--- src/rtl/window_coord_gen.sv ---
// window_coord_gen: walks every output window of a convolution and every
// kernel tap inside it, one tap per accepted handshake, emitting the signed
// input-feature-map row/column of the tap and its linear address.
module window_coord_gen #(
  parameter int COORD_WIDTH = 16,
  parameter int ADDR_WIDTH  = 16,
  parameter int KW          = 4
) (
  input  logic                   clk,
  input  logic                   rst_n,
  input  logic                   start,
  input  logic [COORD_WIDTH-1:0] img_height,
  input  logic [COORD_WIDTH-1:0] img_width,
  input  logic [KW-1:0]          kernel_size,
  input  logic [KW-1:0]          stride,
  input  logic [KW-1:0]          pad,
  output logic                   out_valid,
  input  logic                   out_ready,
  output logic [COORD_WIDTH-1:0] row_coord,
  output logic [COORD_WIDTH-1:0] col_coord,
  output logic [ADDR_WIDTH-1:0]  addr,
  output logic [KW-1:0]          k_row,
  output logic [KW-1:0]          k_col,
  output logic                   first_tap,
  output logic                   last_tap,
  output logic                   last_window,
  output logic                   busy,
  output logic                   done,
  output logic                   cfg_err
);

  // Signed working width: one guard bit above the coordinate width.
  localparam int EW = COORD_WIDTH + 1;
  // Unsigned width wide enough for H + 2P without overflow.
  localparam int LW = COORD_WIDTH + 2;

  typedef enum logic {IDLE, RUN} state_t;

  state_t                  state_q, state_d;
  logic [COORD_WIDTH-1:0]  h_q, h_d, w_q, w_d;
  logic [KW-1:0]           k_q, k_d, s_q, s_d, p_q, p_d;
  logic signed [EW-1:0]    brow_q, brow_d, bcol_q, bcol_d;
  logic [KW-1:0]           krow_q, krow_d, kcol_q, kcol_d;
  logic                    valid_q, valid_d, busy_q, busy_d;
  logic                    done_q, done_d, err_q, err_d;
  logic                    upd;

  logic [COORD_WIDTH-1:0]  row_q, row_d, col_q, col_d;
  logic [ADDR_WIDTH-1:0]   addr_q, addr_d;
  logic                    first_q, first_d, last_q, last_d, lastw_q, lastw_d;

  logic signed [EW-1:0]    row_sum, col_sum;
  logic [LW-1:0]           h_span, w_span;
  logic                    cfg_legal;

  // A further window exists along an axis when base + S + K <= dim + P.
  function automatic logic has_next(input logic signed [EW-1:0] base,
                                    input logic [KW-1:0] s,
                                    input logic [KW-1:0] k,
                                    input logic [KW-1:0] p,
                                    input logic [COORD_WIDTH-1:0] dim);
    logic signed [EW-1:0] lhs, rhs;
    lhs = base + $signed(EW'(s)) + $signed(EW'(k));
    rhs = $signed(EW'(dim)) + $signed(EW'(p));
    return lhs <= rhs;
  endfunction

  // Config legality on the raw inputs, judged at the start request.
  always_comb begin
    h_span    = LW'(img_height) + LW'({pad, 1'b0});
    w_span    = LW'(img_width)  + LW'({pad, 1'b0});
    cfg_legal = (kernel_size != '0) && (stride != '0) &&
                (h_span >= LW'(kernel_size)) && (w_span >= LW'(kernel_size));
  end

  // Next-state logic: run control, config latch and tap/window advance.
  always_comb begin
    state_d = state_q;
    h_d     = h_q;
    w_d     = w_q;
    k_d     = k_q;
    s_d     = s_q;
    p_d     = p_q;
    brow_d  = brow_q;
    bcol_d  = bcol_q;
    krow_d  = krow_q;
    kcol_d  = kcol_q;
    valid_d = valid_q;
    busy_d  = busy_q;
    done_d  = 1'b0;
    err_d   = err_q;
    upd     = 1'b0;
    case (state_q)
      IDLE: begin
        if (start) begin
          if (cfg_legal) begin
            state_d = RUN;
            h_d     = img_height;
            w_d     = img_width;
            k_d     = kernel_size;
            s_d     = stride;
            p_d     = pad;
            brow_d  = -$signed(EW'(pad));
            bcol_d  = -$signed(EW'(pad));
            krow_d  = '0;
            kcol_d  = '0;
            valid_d = 1'b1;
            busy_d  = 1'b1;
            err_d   = 1'b0;
            upd     = 1'b1;
          end else begin
            err_d  = 1'b1;
            done_d = 1'b1;
          end
        end
      end
      RUN: begin
        if (out_ready) begin
          if (last_q && lastw_q) begin
            state_d = IDLE;
            valid_d = 1'b0;
            busy_d  = 1'b0;
            done_d  = 1'b1;
          end else begin
            upd = 1'b1;
            if (kcol_q != k_q - KW'(1)) begin
              kcol_d = kcol_q + KW'(1);
            end else begin
              kcol_d = '0;
              if (krow_q != k_q - KW'(1)) begin
                krow_d = krow_q + KW'(1);
              end else begin
                krow_d = '0;
                if (has_next(bcol_q, s_q, k_q, p_q, w_q)) begin
                  bcol_d = bcol_q + $signed(EW'(s_q));
                end else begin
                  bcol_d = -$signed(EW'(p_q));
                  brow_d = brow_q + $signed(EW'(s_q));
                end
              end
            end
          end
        end
      end
      default: state_d = IDLE;
    endcase
  end

  // Tap outputs derived from the next counter values, registered below.
  always_comb begin
    row_sum = brow_d + $signed(EW'(krow_d));
    col_sum = bcol_d + $signed(EW'(kcol_d));
    row_d   = row_sum[COORD_WIDTH-1:0];
    col_d   = col_sum[COORD_WIDTH-1:0];
    addr_d  = ADDR_WIDTH'(row_sum) * ADDR_WIDTH'(w_d) + ADDR_WIDTH'(col_sum);
    first_d = (krow_d == '0) && (kcol_d == '0);
    last_d  = (krow_d == k_d - KW'(1)) && (kcol_d == k_d - KW'(1));
    lastw_d = !has_next(bcol_d, s_d, k_d, p_d, w_d) &&
              !has_next(brow_d, s_d, k_d, p_d, h_d);
  end

  // State, counters and registered outputs; tap fields load only on advance.
  always_ff @(posedge clk or negedge rst_n) begin
    if (!rst_n) begin
      state_q <= IDLE;
      h_q     <= '0;
      w_q     <= '0;
      k_q     <= '0;
      s_q     <= '0;
      p_q     <= '0;
      brow_q  <= '0;
      bcol_q  <= '0;
      krow_q  <= '0;
      kcol_q  <= '0;
      valid_q <= 1'b0;
      busy_q  <= 1'b0;
      done_q  <= 1'b0;
      err_q   <= 1'b0;
      row_q   <= '0;
      col_q   <= '0;
      addr_q  <= '0;
      first_q <= 1'b0;
      last_q  <= 1'b0;
      lastw_q <= 1'b0;
    end else begin
      state_q <= state_d;
      h_q     <= h_d;
      w_q     <= w_d;
      k_q     <= k_d;
      s_q     <= s_d;
      p_q     <= p_d;
      brow_q  <= brow_d;
      bcol_q  <= bcol_d;
      krow_q  <= krow_d;
      kcol_q  <= kcol_d;
      valid_q <= valid_d;
      busy_q  <= busy_d;
      done_q  <= done_d;
      err_q   <= err_d;
      if (upd) begin
        row_q   <= row_d;
        col_q   <= col_d;
        addr_q  <= addr_d;
        first_q <= first_d;
        last_q  <= last_d;
        lastw_q <= lastw_d;
      end
    end
  end

  assign out_valid   = valid_q;
  assign row_coord   = row_q;
  assign col_coord   = col_q;
  assign addr        = addr_q;
  assign k_row       = krow_q;
  assign k_col       = kcol_q;
  assign first_tap   = first_q;
  assign last_tap    = last_q;
  assign last_window = lastw_q;
  assign busy        = busy_q;
  assign done        = done_q;
  assign cfg_err     = err_q;

endmodule

--- config.mk ---
export PLATFORM = sky130hd
export DESIGN_NAME = window_coord_gen
export DESIGN_NICKNAME = d
export VERILOG_FILES = /design/src/rtl/window_coord_gen.sv
export SDC_FILE = /design/constraint.sdc
export NUM_CORES = 1
export LEC_CHECK = 0
export BUFFER_PORTS_ARGS = -buffer_cell sky130_fd_sc_hd__buf_4
export CORE_ASPECT_RATIO = 1.5
export CORE_MARGIN = 2
export CORE_UTILIZATION = 68
export CTS_CLUSTER_DIAMETER = 150
export CTS_CLUSTER_SIZE = 30
export DETAILED_ROUTE_END_ITERATION = 8
export GPL_TIMING_DRIVEN = 1
export PLACE_DENSITY_LB_ADDON = 0.2
export SLEW_MARGIN = 30
export SYNTH_ARGS = -nofsm -noshare
export SYNTH_HDL_FRONTEND = slang
export SYNTH_SLANG_ARGS = --single-unit
--- constraint.sdc ---
create_clock -name clk -period 26.4 [get_ports clk]
set_input_delay 5.28 -clock clk [delete_from_list [all_inputs] [get_ports clk]]
set_output_delay 5.28 -clock clk [all_outputs]
set_load 0.005 [all_outputs]
# After elaboration in Yosys (flattened, before gate mapping)
# Cells that the tools add are included.
# word_totals
elab_cells	131
in_bits	48
reg_bits	141
# classes
n_reduce_logical	15
n_bitwise	1
eq_ne	8
n_lt_le_gt_ge	5
mux	61
mul	1
addsub	21
# op_table
cell	count
$mux W17	14
$add A17 B5 Y17	7
$mux W16	6
$mux W4	20
$pmux W17 S2	2
$add A16 B4 Y17	3
$le A17 B17 Y1	3
$add A16 B5 Y17	2
$ge A17 B4 Y1	2
$neg A4 Y17	2
$add A16 B5 Y16	2
$add A16 B16 Y16	1
$mul A16 B16 Y16	1
$pmux W4 S2	2
$mux W1	13
$add A4 B1 Y4 const B	2
$eq A4 B4 Y1	2
$logic_not A4 Y1	2
$ne A4 B4 Y1	2
$pmux W1 S2	4
$reduce_bool A4 Y1	2
$sub A4 B1 Y4 const B	2
$logic_and A1 B1 Y1	7
$ne A2 B2 Y1 const B	3
5 further kinds	6

# Logic depth before layout (Yosys ltp)
# Gate-level depths: netlist of run 1.
# logic_depth
depth_word	14
depth_mapped	57
mapped_depth_nobuf	55

# Least setup slack after synthesis of run 1
# OpenSTA, ideal clock, no wires.
# synth_timing
path_kind	input to register
start	input port img_height[1]
end	register addr_q[15] (netlist: addr[15])
required_time_ns	26.269
t_arrival_ns	15.644
setup_time_ns	0.131
setup_slack_ns	10.625
path_stages	45
path_cell_list	ha_1 -> fa_1 -> xor2_1 -> ha_1 -> a41o_1 -> a21oi_1 -> nand4_1 -> o41a_1 -> nand2_2 -> buf_6 -> clkbuf_1 -> nand2_1 -> o21ai_0 -> ha_1 -> inv_1 -> fa_1 -> inv_1 -> a21oi_1 -> [9 not listed] -> fa_1 -> fa_1 -> fa_1 -> inv_1 -> fa_1 -> inv_1 -> fa_1 -> inv_1 -> ha_1 -> o21ai_0 -> a21oi_1 -> o21ai_0 -> nand2b_1 -> a21oi_1 -> xnor3_1 -> xnor3_1 -> xnor3_1 -> o21ai_1
# synth_between
elab_chain_len	10
word_cells_on_any_way	26
classes_between	4 x add/sub; 1 x mul; 1 x order compare; 18 x mux; 2 x reduce/logical
# synth_rtl
item	line	source
from (decl)	12	input logic [COORD_WIDTH-1:0] img_height,
$add A16 B5 Y17	70	h_span = LW'(img_height) + LW'({pad, 1'b0});
$ge A17 B4 Y1	73	(h_span >= LW'(kernel_size)) && (w_span >= LW'(kernel_size));
$logic_and A1 B1 Y1	72	cfg_legal = (kernel_size != '0) && (stride != '0) &&
$logic_and A1 B1 Y1	73	
$mux W4	96	if (cfg_legal) begin
$mux W4	95	if (start) begin
$pmux W4 S2	93	case (state_q)
named net krow_d[0]	43	logic [KW-1:0] krow_q, krow_d, kcol_q, kcol_d;
$add A16 B5 Y16	151	row_sum = brow_d + $signed(EW'(krow_d));
$mul A16 B16 Y16	155	addr_d = ADDR_WIDTH'(row_sum) * ADDR_WIDTH'(w_d) + ADDR_WIDTH'(col_sum);
$add A16 B16 Y16	155	
to (signal assigned)	203	addr_q <= addr_d;
to (decl)	49	logic [ADDR_WIDTH-1:0] addr_q, addr_d;
# The timed path passes the listed nets, and every way through them passes these cells.
# A chain may end at the register's enable or synchronous reset.

# Final worst setup path of run 1
# layout_timing
start	input port pad[0]
end	register addr_q[15] (netlist: addr[15])
# layout_between
elab_chain_len	10
word_cells_on_any_way	29
classes_between	6 x add/sub; 1 x mul; 2 x order compare; 18 x mux; 2 x reduce/logical
# layout_rtl
item	line	source
from (decl)	16	input logic [KW-1:0] pad,
$add A16 B5 Y17	70	
$ge A17 B4 Y1	73	
$logic_and A1 B1 Y1	72	
$logic_and A1 B1 Y1 *	73	
$mux W4 *	96	
$mux W4 *	95	
$pmux W4 S2 *	93	
named net krow_d[0]	43	
$add A16 B5 Y16 *	151	
$mul A16 B16 Y16 *	155	
$add A16 B16 Y16 *	155	
# Mark *: on every way through the listed nets, which the timed path passes. The rest lies on a longest branch.

==> results.cfg, run 1 <==
[critical_path]
cp-start-kind = input pin
arrival_ns = 17.74
slowest_stage = a2111oi_1
crit_type = input pin to flop
critPathCaptureType = flop
path_max_fanout = 25
cpPeakStageDelay_ns = 0.71
cpMostUsedCell = fa_1
worstPathRequired_ns = 26.71

[cts]
hold_buffers = 0
ctsResizeCount = 0
numClockSinks = 141
cts-htree-levels = 4
cts_buffers = 17
cts.path.max_buffers = 2
clk_pin_slew_ns = 0.07
cts_root_buf = clkbuf_16
postCtsSetupBuffers = 0
cts_tree = done
clock_latency_ns = 0.45

[timing]
period_needed_ns = 17.43
relSlewSlack_pct = 32.4
setup_viol_count_final = 0
worst_pin_slew_ns = 1.01
fin_tns_setup_ns = 0
finalMaxSlewViolations = 0
hold_viol = 0
fmax_mhz = 57.4
skew_ns = 0.0131
period_share_pct = 66.0
rsz0062_at_grt = no

[layout]
design_area_um2 = 18600
final_cell_mix = 241 x nand2_1, 229 x inv_1, 167 x ha_1, 145 x nor2_1, 140 x dfrtp_1
final_common_cell = nand2_1
layout.nets = 2357
drive_above_1_share_pct = 11.1
syn_to_final_growth_pct = 10.6
antenna-diode-count = 0

[synth]
synth_top_area_share_pct = 21.0
yosys-top-cells-area = dfrtp_1 21%, fa_1 14%, ha_1 12%, xnor2_1 5.8%, nand2_1 5.4%
synthesis.area_um2 = 16800
ys_seq_area_share_pct = 21.0
synth_edf_count = 0
synth_warnings = 0
yosys.area.top_type = dfrtp_1
synth_fp_nets = 2269
ys_types = 88
synth-seq-cells = 141
synth_flop_cell = dfrtp_1
syn_avg_cell_area_um2 = 8.67
syn_inst = 1940
synth-async-reset-ratio_pct = 100

[power_and_ir_drop]
swShare_pct = 35.6
power_leakage_nw = 8.66
switchingPower_w = 0.000251
p_int_w = 0.000453
power-per-cell-area_nw_per_um2 = 37.8
power_frac_seq_pct = 35.8
power_frac_comb_pct = 29.3
peakVddDrop_mv = 0.0462
clkPwrFrac_pct = 34.9

[die]
core_area_um2 = 24300
ios = 111
die_y_um = 197
row_count = 70
die_x_um = 132
dieArea_um2 = 26000
start_util_pct = 69.1

[global_route]
grt_usage_pct = 40.1
grt_max_degree = 80
grt-ovfl-total = 0
antenna_found_initial = 0
grt_pass1_vias = 15307
grt_pass1_wl_mm = 80.4

[routing]
antenna_left = 0
wire_per_inst_um = 21.4
vias_per_cell = 6.28
routed_wirelength_mm = 50.6
vias = 14857
drc = 0
drtPass1Iterations = 5
drtIter0Drc = 1191

[placed_design]
gp_congestion = 0.992
dpl-instance-area_um2 = 18000
dp_hpwl_mm = 40.1
port_buffers = 110

[run_status]
status = completed

[min_path]
holdCritPathClass = flop to flop

[run]
max_cap_violations = 0
worst max-delay path: cells and delay by family:
kind,cells,cell delay (ns)
adders and majority gates,11,4.59
AOI/OAI and AO/OA,11,2.68
xor gates and xnor gates,10,2.57
and+or+nand+nor,6,2.15
buffers and inverters,5,0.39
cell type report:
cell class              count  area, um2
inverters                 238        893
well taps                 324        405
flip-flops and latches    141       3530
multi-input cells        1501      12200
clock inverters            14        153
clock buffers              18        439
repair buffers            129        992
fillers                  1826       5740
worst paths after layout:
kind	start	end	slack, ns	cells past startpoint
max	pad[0]	addr[15]	8.97	43
min	row_coord[13]	row_coord[13]	0.48	2
max reg2reg	s_q[0]	addr[15]	11.55	51
min reg2reg	row_coord[13]	row_coord[13]	0.48	2
max in group asynchronous	rst_n	w_q[3]	20.44	3
min in group asynchronous	rst_n	col_coord[15]	4.86	1
logic make-up after synthesis:
family / share of synthesized area (%)
XOR/XNOR: 10.2
multiplexers: 3.91
flip-flops: 21.0
adder cells (fa/ha/maj): 26.0
AO/OA/AOI/OAI: 13.5
AND/OR/NAND/NOR: 18.5
buffers and inverters: 6.91
cell usage after synthesis, types with 12 or more instances:
cell type	count
mux2i_1	51
mux2_2	13
nand3_1	41
and2_1	17
nand2_1	241
nor3_1	29
o21a_1	18
nand2b_1	27
nand4_1	23
xnor2_1	112
nor2_1	145
nor4_1	14
fa_1	114
a21o_1	26
a31oi_1	12
ha_1	167
nor2b_1	29
o21ai_0	90
xor2_1	62
clkbuf_1	40
dfrtp_1	141
inv_1	229
and3_1	16
a21oi_1	81
sequential cells by signal, indices dropped and copies added, names as in the netlist:
register     cells
k_q              4
busy             1
last_window      1
col_coord       16
row_coord       16
bcol_q          17
brow_q          17
p_q              4
cfg_err          1
s_q              4
w_q             16
state_q          1
k_row            4
done             1
last_tap         1
addr            16
first_tap        1
k_col            4
h_q             16
stage by stage:
step	power, W	util, %	cells	hold WS (ns)	worst slack [ns]
6_report	0.000704	76.4	2365	0.476	8.97
3_3_place_gp	0.000450	73.7	2332	0.454	9.24
2_1_floorplan	0.000369	-	1940	0.463	10.62
3_5_place_dp	0.000456	73.8	2332	0.456	8.69
4_1_cts	0.000700	76.2	2364	0.477	9.10
5_1_grt	0.000736	76.4	2365	0.500	8.31
layer usage:
metal  GRT usage [%]  part of all wire (%)  vias to the layer above
met3            6.30                   6.2                      240
met4            28.0                   8.2                        0
met2            68.7                    50                      665
li1                -                     -                     6718
met1            45.8                    36                     7234
met5               0                     0                        -
power groups by stage:
stage | combinational, W | clock (W) | sequential [W]
2_1_floorplan | 0.000116 | 0 | 0.000253
3_3_place_gp | 0.000195 | 0 | 0.000255
3_5_place_dp | 0.000200 | 0 | 0.000256
4_1_cts | 0.000203 | 0.000245 | 0.000252
5_1_grt | 0.000227 | 0.000255 | 0.000254
6_report | 0.000206 | 0.000246 | 0.000252
Note: power is estimated with default switching activity, not from simulation.
==> run 2, diff against run 1 <==
CORE_UTILIZATION = 57   (was 68)
clock period = 15.4 ns   (was 26.4 ns; I/O delays follow)
==> run 2 against run 1 <==
Utilization is 12 points lower. Design area up 0.91%. Routed wire length up 3.0%. Critical path type unchanged.
==> results.cfg, run 2 (synthesis gave the netlist of run 1 again) <==
[layout]
final_cell_mix = 241 x nand2_1, 229 x inv_1, 167 x ha_1, 145 x nor2_1
layout.nets = 2369
fill_cells = 2548
layout.cells.non_filler = 2448
syn_to_final_growth_pct = 11.6
antenna-diode-count = 0
final_common_cell = nand2_1
drive_above_1_share_pct = 11.5
largestRegisters = bcol_q: 17 flops, brow_q: 17 flops

[power_and_ir_drop]
power_leakage_nw = 8.71
power-per-cell-area_nw_per_um2 = 65.9
peakVddDrop_mv = 0.0806

[timing]
relSlewSlack_pct = 33.1
skew_ns = 0.0137
rsz0062_at_grt = no
period_share_pct = 93.0
setup_viol_count_final = 0
fin_ws_ns = 1.08
hold_viol = 0
fmax_mhz = 69.8
whs_ns = 0.472
fin_tns_setup_ns = 0
worst_pin_slew_ns = 0.994
finalMaxSlewViolations = 0
period_needed_ns = 14.32

[die]
start_util_pct = 57.4
dieArea_um2 = 30900
core_area_um2 = 29300
die_x_um = 144
ios = 111
row_count = 77
die_y_um = 214

[critical_path]
reg2reg_slack_ns = 1.55
slowest_stage = o41ai_4
cpMostUsedCell = fa_1
r2r_cells = 52
cp-start-kind = input pin
reg2reg_to = addr[15]
worstPathRequired_ns = 15.71
critPathCaptureType = flop
critPathLaunch = pad[0]
cpPeakStageDelay_ns = 0.62
crit_type = input pin to flop
r2r-start = s_q[0]
path_max_fanout = 13
arrival_ns = 14.64

[global_route]
grt_pass1_vias = 14915
grt-ovfl-total = 0
grt_pass1_wl_mm = 81.9
grt_usage_pct = 35.1
grt_max_degree = 84
antenna_found_initial = 0

[placed_design]
dp_hpwl_mm = 42.3
dp_cells = 2416
gp_congestion = 0.991
port_buffers = 110
place_ws_ns = 0.722

[routing]
drc = 0
vias_per_cell = 5.94
drtIter0Drc = 1023
routed_wirelength_mm = 52.2
wire_per_inst_um = 21.3
vias = 14541
antenna_left = 0
drtPass1Iterations = 5

[run_status]
status = completed

[cts]
cts_buffers = 17
cts-htree-levels = 4
clk_pin_slew_ns = 0.07
cts_tree = done
numClockSinks = 141
cts.path.max_buffers = 2
ctsResizeCount = 0
clock_latency_ns = 0.46
hold_buffers = 0
postCtsSetupBuffers = 0
cts_root_buf = clkbuf_16

[min_path]
whs_path_depth = 2
holdCritPathClass = flop to flop
hold_end = col_coord[15]
hold_path.startpoint = col_coord[15]

[run]
max_cap_violations = 0
run 2: cell types whose count changed in the layout (fill, tap and decap cells not counted), sizes merged:
cell	delta
buf	+12
bufinv	+2
inv	-2
run 2: metrics by stage:
step / instance area [um2] / total power, W / util, %
floorplan: 16800 / 0.000632 / -
global placement: 18100 / 0.000783 / 61.9
detailed placement: 18100 / 0.000791 / 62.0
CTS: 18800 / 0.00124 / 64.1
global route: 18800 / 0.00130 / 64.1
finish: 18800 / 0.00124 / 64.1
run 2: metal layers:
| layer | up-vias | wire length (um) | share of wire, % | global-route usage [%] |
|---|---|---|---|---|
| met3 | 178 | 2470 | 4.7 | 5.00 |
| met4 | 0 | 3800 | 7.3 | 21.4 |
| li1 | 6728 | - | - | - |
| met2 | 497 | 26300 | 50 | 60.2 |
| met5 | - | 0 | 0 | 0 |
| met1 | 7138 | 19600 | 38 | 41.0 |
run 2: worst max path at each step:
stage	to	slack, ns
6_report	addr[15]	1.08
3_5_place_dp	addr[15]	0.72
4_1_cts	addr[15]	1.18
5_1_grt	addr[15]	0.36
2_1_floorplan	addr[15]	1.82
3_3_place_gp	addr[15]	1.10
run 2: power breakdown:
part	internal, W	leakage, nW	switching, W
clock	0.000263	0.301	0.000187
combinational	0.000145	6.61	0.000209
sequential	0.000402	1.80	0.0000308
run 2: worst max-delay path: cells and delay by family:
kind | cells | cell delay, ns
compound gates | 14 | 2.42
simple gates | 8 | 2.05
fa+ha+maj | 12 | 4.80
buf+inv | 8 | 0.72
xor+xnor | 4 | 1.33
mux | 1 | 0.27
run 2: area by class of cell:
type                       count  area [um2]  share of cell area, %
inverter                     238         893                   4.76
timing repair buffer         141        1060                   5.66
tap                          395         494                   2.63
clock inverter                14         185                  0.986
clock buffer                  18         439                   2.34
multi-input combinational   1501       12200                   64.8
sequential                   141        3530                   18.8
==> run 3, diff against run 2 <==
ABC_AREA = 1   (was not set)
==> run 3 against run 2 <==
Register-to-register slack better by 0.32 ns. Global-route usage grew 4.2 points. Non-clock buffer count shrank 15. Setup slack better by 0.80 ns. Fmax rose by 5.9%. Flip-flop and latch count did not move. Largest cell class unchanged.
==> results.cfg, run 3 <==
[timing]
fmax_mhz = 73.9
finalMaxSlewViolations = 0
rsz0062_at_grt = no
fin_tns_setup_ns = 0
hold_viol = 0
relSlewSlack_pct = 33.0
period_needed_ns = 13.53
period_share_pct = 87.8
skew_ns = 0.0101
setup_viol_count_final = 0
worst_pin_slew_ns = 0.994

[critical_path]
reg2reg_to = addr[15]
worstPathRequired_ns = 15.74
path_max_fanout = 16
cp-start-kind = flop
crit_end = addr[15]
cpPeakStageDelay_ns = 0.61
reg2reg_slack_ns = 1.87
critPathCaptureType = flop
r2r-start = s_q[0]
critPathLaunch = s_q[0]
r2r_cells = 67
cpMostUsedCell = nand2_1
arrival_ns = 13.86
slowest_stage = inv_1
crit_type = flop to flop

[synth]
yosys-top-cells-area = dfrtp_1 20%, fa_1 13%, nand2_1 13%, ha_1 12%, inv_1 9.1%
ys_seq_area_share_pct = 20.2
syn_inst = 2419
synth_fp_nets = 2748
yosys.area_share.simple_pct = 27.9
synthesis.area_um2 = 17400
yosys-top-cells-count = 608 x nand2_1, 421 x inv_1, 182 x nor2_1
ys_types = 63
synth_flop_cell = dfrtp_1
syn_avg_cell_area_um2 = 7.21
synthAdderAreaFrac_pct = 25.1
synth-compound-area-share_pct = 8.94
synth.area.mux_share_pct = 0.0646
synth-async-reset-ratio_pct = 100
synth_warnings = 0
synth_xor_area_share_pct = 6.98
synth-seq-cells = 141
synth_top_family_by_area = simple AND/OR/NAND/NOR gates
yosys.area.top_type = dfrtp_1
synth_top_area_share_pct = 20.2
synth_most_common_cell = nand2_1
synth_edf_count = 0

[run_status]
status = completed

[die]
row_count = 78
dieArea_um2 = 32000
ios = 111
die_y_um = 218
start_util_pct = 57.8
core_area_um2 = 30200
die_x_um = 147

[layout]
register_area_um2 = 3530
drive_above_1_share_pct = 10.3
final_cell_mix = 608 x nand2_1, 420 x inv_1, 182 x nor2_1, 167 x ha_1, 141 x dfrtp_1
antenna-diode-count = 0
largestRegisters = bcol_q: 17 flops, brow_q: 17 flops
multiInputGateArea_um2 = 12000
syn_to_final_growth_pct = 10.4
layout.nets = 2850
final_common_cell = nand2_1
fill_cells = 2792

[cts]
clk_pin_slew_ns = 0.07
cts-htree-levels = 4
cts_root_buf = clkbuf_16
cts_buffers = 17
ctsResizeCount = 0
numClockSinks = 141
hold_buffers = 0
cts_tree = done
clock_latency_ns = 0.46
postCtsSetupBuffers = 0
cts.path.max_buffers = 2

[global_route]
grt_pass1_vias = 17358
antenna_found_initial = 0
grt-ovfl-total = 0
grt_pass1_wl_mm = 94.3
grt_max_degree = 86
grt_usage_pct = 39.3

[routing]
drc = 0
wire_per_inst_um = 20.7
antenna_left = 0
drtIter0Drc = 1258
vias = 16734
routed_wirelength_mm = 60.8
drtPass1Iterations = 7
vias_per_cell = 5.70

[min_path]
hold_path.startpoint = addr[2]
whs_path_depth = 2
holdCritPathClass = flop to flop

[power_and_ir_drop]
power-per-cell-area_nw_per_um2 = 237
finalPower_w = 0.00455
power_leakage_nw = 10.1
peakVddDrop_mv = 0.615

[run]
max_cap_violations = 0

[placed_design]
gp_congestion = 1.07
port_buffers = 110
dp_hpwl_mm = 49.9
==> run 3: per-layer routing <==
| layer | wire length (um) | global-route usage (%) | vias up |
|---|---|---|---|
| met3 | 3810 | 6.58 | 293 |
| li1 | - | - | 7833 |
| met2 | 30800 | 71.7 | 765 |
| met1 | 20100 | 38.9 | 7843 |
| met4 | 6160 | 32.4 | 0 |
| met5 | 0 | 0 | - |
==> run 3: per-stage QoR <==
step / setup WS (ns) / hold WS [ns] / instances / util [%] / area (um2)
CTS: 2.12 / 0.482 / 2934 / 63.8 / 19200
finish: 1.87 / 0.482 / 2934 / 63.8 / 19200
global route: 0.795 / 0.513 / 2934 / 63.8 / 19200
global placement: 2.16 / 0.461 / 2902 / 61.8 / 18600
detailed placement: 1.94 / 0.465 / 2902 / 61.8 / 18600
floorplan: 3.40 / 0.450 / 2419 / - / 17400
==> run 3: cell families (layout without fill, tap and decap cells) <==
group | after synthesis | after routing
and+or+nand+nor | 1100 | 1100
buffers and inverters | 480 | 595
DFF | 141 | 141
muxes | 1 | 1
adders and majority gates | 281 | 281
AOI/OAI and AO/OA | 278 | 278
xor gates and xnor gates | 138 | 138
==> run 3: power breakdown <==
| group | switching (W) | leakage [nW] | internal (W) |
|---|---|---|---|
| Clock | 0.000193 | 0.284 | 0.000239 |
| Combinational | 0.00216 | 8.08 | 0.00143 |
| Sequential | 0.0000725 | 1.73 | 0.000466 |
==> run 3: worst min-delay path by stage <==
stage,to,slack [ns]
after CTS,addr[2],0.48
final,addr[2],0.48
after global routing,addr[0],0.51
after floorplan,h_q[2],0.45
after global placement,addr[2],0.46
after detailed placement,addr[2],0.47
==> run 3: cell type report <==
cell class,instances,area share (%)
Multi-Input combinational cell,1798,62.5
Inverter,437,8.54
Sequential cell,141,18.3
Clock buffer,20,2.43
Timing Repair Buffer,126,4.94
Tap cell,400,2.60
Clock inverter,12,0.663
==> run 3: critical path: cells and delay by family, from the launching register on <==
family                     cells  cell delay, ns
DFF                            1            0.44
buffers and inverters         13            1.58
xor gates and xnor gates       3            0.82
and+or+nand+nor               31            4.48
adders and majority gates     11            4.34
AOI/OAI and AO/OA              9            1.68
